===== config.mk =====
export PLATFORM = sky130hd
export DESIGN_NAME = stage_sequencer
export DESIGN_NICKNAME = d
export VERILOG_FILES = /design/src/rtl/stage_sequencer_pkg.sv /design/src/rtl/stage_sequencer_pc_next.sv /design/src/rtl/stage_sequencer.sv
export SDC_FILE = /design/constraint.sdc
export NUM_CORES = 1
export LEC_CHECK = 0
export BUFFER_PORTS_ARGS = -buffer_cell sky130_fd_sc_hd__buf_4
export CAP_MARGIN = 10
export CORE_MARGIN = 5
export CORE_UTILIZATION = 44
export DETAILED_ROUTE_END_ITERATION = 16
export GPL_TIMING_DRIVEN = 0
export PLACE_DENSITY_LB_ADDON = 0.15
export SYNTH_ARGS = -nofsm -noshare
export SYNTH_HDL_FRONTEND = slang
export SYNTH_SLANG_ARGS = --single-unit

===== constraint.sdc =====
create_clock -name clk -period 3.62 [get_ports clk]
set_input_delay 0.724 -clock clk [delete_from_list [all_inputs] [get_ports clk]]
set_output_delay 0.724 -clock clk [all_outputs]
set_load 0.01 [all_outputs]

===== src/rtl/stage_sequencer_pkg.sv =====
// Shared encodings for the stage sequencer and the control unit that decodes its tick.
// Holds the one-hot stage strobes, the next-PC select codes and the FSM state type.
package stage_sequencer_pkg;

    localparam int unsigned TICK_W  = 5;
    localparam int unsigned INSTR_W = 16;
    localparam int unsigned PCE_W   = 3;
    localparam int unsigned OFFS_W  = 8;

    // One-hot stage strobes; IDLE is all zeros so the control unit sees no stage.
    localparam logic [TICK_W-1:0] TICK_IDLE   = 5'b00000;
    localparam logic [TICK_W-1:0] TICK_FETCH  = 5'b10000;
    localparam logic [TICK_W-1:0] TICK_DECODE = 5'b01000;
    localparam logic [TICK_W-1:0] TICK_EXEC   = 5'b00100;
    localparam logic [TICK_W-1:0] TICK_MEM    = 5'b00010;
    localparam logic [TICK_W-1:0] TICK_WB     = 5'b00001;

    localparam logic [PCE_W-1:0] PCE_HOLD   = 3'b000;
    localparam logic [PCE_W-1:0] PCE_JUMP   = 3'b001;
    localparam logic [PCE_W-1:0] PCE_INC    = 3'b010;
    localparam logic [PCE_W-1:0] PCE_BRANCH = 3'b100;

    // State encoding equals the tick encoding, so the state register is the tick output.
    typedef enum logic [TICK_W-1:0] {
        ST_IDLE   = TICK_IDLE,
        ST_FETCH  = TICK_FETCH,
        ST_DECODE = TICK_DECODE,
        ST_EXEC   = TICK_EXEC,
        ST_MEM    = TICK_MEM,
        ST_WB     = TICK_WB
    } state_t;

    function automatic logic pce_is_legal(input logic [PCE_W-1:0] code);
        logic legal;
        legal = 1'b0;
        case (code)
            PCE_HOLD, PCE_JUMP, PCE_INC, PCE_BRANCH: legal = 1'b1;
            default:                                 legal = 1'b0;
        endcase
        return legal;
    endfunction

endpackage


===== src/rtl/stage_sequencer_pc_next.sv =====
// Combinational next-PC selection from the control unit's PC_enables verdict.
// Illegal select codes fall back to pc+1 and are flagged to the caller.
module pc_next_calc
    import stage_sequencer_pkg::*;
#(
    parameter int unsigned PC_WIDTH = 8
) (
    input  logic [PC_WIDTH-1:0] pc,
    input  logic [INSTR_W-1:0]  instruction,
    input  logic [PCE_W-1:0]    pc_enables,
    output logic [PC_WIDTH-1:0] pc_next_c,
    output logic                illegal_c
);

    logic [PC_WIDTH-1:0] pc_inc;
    logic [PC_WIDTH-1:0] branch_offs;
    logic [PC_WIDTH-1:0] branch_tgt;
    logic [PC_WIDTH-1:0] jump_tgt;
    logic [INSTR_W-1:0]  offs_ext;

    // 16-bit sign extension covers every legal PC_WIDTH; truncation gives modulo wrap.
    assign offs_ext    = {{(INSTR_W-OFFS_W){instruction[OFFS_W-1]}}, instruction[OFFS_W-1:0]};
    assign branch_offs = PC_WIDTH'(offs_ext);
    assign pc_inc      = pc + PC_WIDTH'(1);
    assign branch_tgt  = pc_inc + branch_offs;
    assign jump_tgt    = PC_WIDTH'(instruction);

    always_comb begin
        pc_next_c = pc_inc;
        illegal_c = !pce_is_legal(pc_enables);
        case (pc_enables)
            PCE_HOLD:   pc_next_c = pc;
            PCE_JUMP:   pc_next_c = jump_tgt;
            PCE_INC:    pc_next_c = pc_inc;
            PCE_BRANCH: pc_next_c = branch_tgt;
            default:    pc_next_c = pc_inc;
        endcase
    end

endmodule


===== src/rtl/stage_sequencer.sv =====
// Multi-cycle instruction sequencer: owns the PC, fetches and holds the instruction,
// and drives the one-hot stage tick through FETCH/DECODE/EXEC/MEM/WB.
module stage_sequencer
    import stage_sequencer_pkg::*;
#(
    parameter int unsigned PC_WIDTH = 8
) (
    input  logic                clk,
    input  logic                rst_n,
    input  logic                enable,
    input  logic                mem_ready,
    input  logic [INSTR_W-1:0]  instr_mem_data,
    input  logic [PCE_W-1:0]    PC_enables,
    output logic [PC_WIDTH-1:0] pc,
    output logic                fetch_req,
    output logic [TICK_W-1:0]   tick,
    output logic [INSTR_W-1:0]  instruction,
    output logic                retired,
    output logic                pc_en_err
);

    state_t state;
    state_t next_state;

    logic [PC_WIDTH-1:0] pc_d;
    logic [INSTR_W-1:0]  instruction_d;
    logic                fetch_req_d;
    logic                retired_d;
    logic                pc_en_err_d;

    logic [PC_WIDTH-1:0] pc_next_c;
    logic                illegal_c;

    pc_next_calc #(
        .PC_WIDTH (PC_WIDTH)
    ) u_pc_next (
        .pc          (pc),
        .instruction (instruction),
        .pc_enables  (PC_enables),
        .pc_next_c   (pc_next_c),
        .illegal_c   (illegal_c)
    );

    always_ff @(posedge clk or negedge rst_n) begin
        if (!rst_n) begin
            state <= ST_IDLE;
        end else begin
            state <= next_state;
        end
    end

    // Stage progression; once fetched, an instruction always runs through WB.
    always_comb begin
        next_state = state;
        case (state)
            ST_IDLE:   if (enable) next_state = ST_FETCH;
            ST_FETCH:  if (mem_ready) next_state = ST_DECODE;
            ST_DECODE: next_state = ST_EXEC;
            ST_EXEC:   next_state = ST_MEM;
            ST_MEM:    next_state = ST_WB;
            ST_WB:     next_state = enable ? ST_FETCH : ST_IDLE;
            default:   next_state = ST_IDLE;
        endcase
    end

    always_comb begin
        pc_d          = pc;
        instruction_d = instruction;
        retired_d     = 1'b0;
        pc_en_err_d   = pc_en_err;
        fetch_req_d   = (next_state == ST_FETCH);
        case (state)
            ST_FETCH: begin
                if (mem_ready) instruction_d = instr_mem_data;
            end
            ST_WB: begin
                pc_d        = pc_next_c;
                retired_d   = 1'b1;
                pc_en_err_d = pc_en_err | illegal_c;
            end
            default: ;
        endcase
    end

    always_ff @(posedge clk or negedge rst_n) begin
        if (!rst_n) begin
            pc          <= '0;
            instruction <= '0;
            fetch_req   <= 1'b0;
            retired     <= 1'b0;
            pc_en_err   <= 1'b0;
        end else begin
            pc          <= pc_d;
            instruction <= instruction_d;
            fetch_req   <= fetch_req_d;
            retired     <= retired_d;
            pc_en_err   <= pc_en_err_d;
        end
    end

    assign tick = state;

endmodule


==> results.ini <==
[placement]
gp_congestion = 0.918
post_dp_cell_area_um2 = 2320
dp_slack_ns = 1.01
dp_hpwl_mm = 3.33
io_buffers = 52

[logic_synthesis]
yosys_warnings = 0
synth_nets = 210
yosys.area.top_type_share = 0.428
dominantRegCellSynth = dfrtp_1
synth.most_common_cell = dfrtp_1
yosysUniqueCellTypes = 44
yosysTopAreaCell = dfrtp_1
synthCells = 177
synth_common_cells = dfrtp_1 (32), mux2_2 (15), o21ai_0 (12)
synth-seq-area-share = 0.428
synthesis.area_um2 = 1870
async_flop_share = 1.00
synth_edf_count = 0
yosys-top-cells-area = dfrtp_1 (43%), mux2_2 (9.0%), ha_1 (6.0%), o21ai_0 (3.2%), xnor2_1 (2.3%)
syn_area_per_cell_um2 = 10.6
ys_seq_elements = 32

[cts]
cts.sinks = 32
cts_resized = 0
postCtsSetupRepairBufs = 0
cts_root_buffer = clkbuf_8
cts_buffers = 5
htree_num_levels = 2
clock_path_buffers = 2
clk_pin_slew_ns = 0.07
hold_buffers = 0
cts_tree = done
clk_latency_ns = 0.29

[routing]
dr.pass1.iters = 4
wirelength_mm = 4.40
wl_per_cell_um = 15.3
viasPerCell = 5.41
vias = 1554
ant_nets = 0
drc_errors = 0
drt_iter0_markers = 63

[timing]
setup_tns_ns = 0
setup_slack_ns = 1.02
min_period_ns = 2.60
slew_violations = 0
hold_viol = 0
rsz0062_at_grt = no
setup_viol = 0
worst_pin_slew_ns = 0.659
finalClockSkew_ns = 0.00794
max-slew-margin-rel = 0.557
timing.final.crit_share = 0.719
max_freq_mhz = 384

[setup_path]
critPathMaxFanout = 5
cp-end-kind = flip-flop
slowest_delay_ns = 0.42
cp.required_ns = 3.83
r2r_cells = 9
crit_chain = ha_1, nand3_1, xnor2_1, ha_1, a21oi_1, o211ai_1, a21o_1, or4_1, o211ai_1
reg2reg_from = pc[0]
r2r-end = pc[7]
crit_arrival_ns = 2.82
regToRegSetupSlack_ns = 1.02
criticalPathCategory = flip-flop to flip-flop
cp_top_family = adder cells
crit_cells = 9
slowest_stage = dfrtp_1
critPathLaunchType = flip-flop
cp_num_buf_inv = 0

[final_layout]
num-fill-cells = 372
multiInputGateArea_um2 = 1010
register_area_um2 = 801
nets = 269
diodes = 0
areaGrowthSynthToFinish_pct = 30.0
final_area_um2 = 2430
drive_gt1_frac = 0.363

[power]
power_leakage_uw = 0.00113
p_per_area_nw_per_um2 = 900
vdd_ir_drop_max_mv = 0.475

[floorplan]
die_w_um = 75.2
chipHeight_um = 75.2
core_um2 = 4060
die-area_um2 = 5650
start_util = 0.461
rows = 23
ios = 55

[global_routing]
grt_usage = 0.169
grt_pass1_wl_mm = 7.21
antenna_found_initial = 0
grt_pass1_vias = 1597
grt_overflow = 0
grt_max_degree = 33

[run_status]
status = completed

[hold_path]
hp-class = input pin to async pin

[run]
max-cap-violations = 0

==> worst max path at each step <==
stage	to	slack, ns	start
after global placement	pc[7]	1.06	pc[0]
after detailed placement	pc[7]	1.01	pc[0]
after global routing	pc[7]	0.82	pc[0]
after floorplan	pc[7]	1.28	pc[0]
after CTS	pc[7]	0.99	pc[0]
final	pc[7]	1.02	pc[0]
==> area by class of cell <==
| type | instances | area share |
|---|---|---|
| buffer | 6 | 0.0108 |
| multi-input combinational | 130 | 0.415 |
| clock inverter | 2 | 0.0144 |
| inverter | 9 | 0.0139 |
| timing repair buffer | 52 | 0.161 |
| clock buffer | 6 | 0.0299 |
| sequential | 32 | 0.330 |
| tap | 50 | 0.0257 |
==> cells by family (layout without fill, tap and decap cells) <==
group | count (synthesis) | in the layout | share of synthesized area
AOI/OAI and AO/OA | 45 | 45 | 0.161
xor gates and xnor gates | 10 | 10 | 0.0542
adders and majority gates | 10 | 10 | 0.0710
buffers and inverters | 15 | 75 | 0.0321
DFF | 32 | 32 | 0.428
muxes | 16 | 16 | 0.0957
and+or+nand+nor | 49 | 49 | 0.158
==> metrics by stage <==
step           utilization  instances  hold WS [ns]  total power, µW
6_report             0.599        287         0.362             2190
5_1_grt              0.599        287         0.389             2360
4_1_cts              0.599        287         0.376             2210
3_5_place_dp         0.572        279         0.459             1850
3_3_place_gp         0.572        279         0.457             1830
2_1_floorplan            -        177         0.428             1430
==> per-layer routing <==
layer / global-route usage / up-vias / wire length, µm
met4: 0.0563 / 0 / 50
met3: 0.0374 / 5 / 265
met5: 0 / - / 0
met2: 0.295 / 38 / 2170
met1: 0.206 / 740 / 1920
li1: - / 771 / -
==> placed cells by master (no fill, tap or decap), drive strengths merged, types with 2 or more instances in the layout <==
| cell type | n |
|---|---|
| a211oi | 3 |
| a21o | 4 |
| a21oi | 7 |
| a22o | 2 |
| buf | 55 |
| clkbuf | 9 |
| dfrtp | 32 |
| ha | 9 |
| inv | 9 |
| mux2 | 15 |
| nand2 | 10 |
| nand2b | 3 |
| nand3 | 5 |
| nor2 | 11 |
| nor3 | 6 |
| nor4b | 3 |
| o211ai | 3 |
| o21ai | 12 |
| o221ai | 4 |
| o22ai | 2 |
| or2 | 4 |
| or3b | 2 |
| xnor2 | 5 |
| xor2 | 4 |
==> registers in the layout, summed over array words and instances (netlist names) <==
register	flops
tick	5
pc	8
retired	1
fetch_req	1
pc_en_err	1
instruction	16
==> worst register-to-register path, stage by stage, from the launching register on <==
cell and delay (ns):
dfrtp_1 0.42, ha_1 0.29, nand3_1 0.12, xnor2_1 0.34, ha_1 0.33, a21oi_1 0.19
o211ai_1 0.12, a21o_1 0.21, or4_1 0.40, o211ai_1 0.10
==> where the power goes <==
part,switching (µW),leakage (µW),internal (µW)
combinational,559,0.000689,620
clock,142,0.0000552,204
sequential,155,0.000382,507
Note: power is estimated with default switching activity, not from simulation.
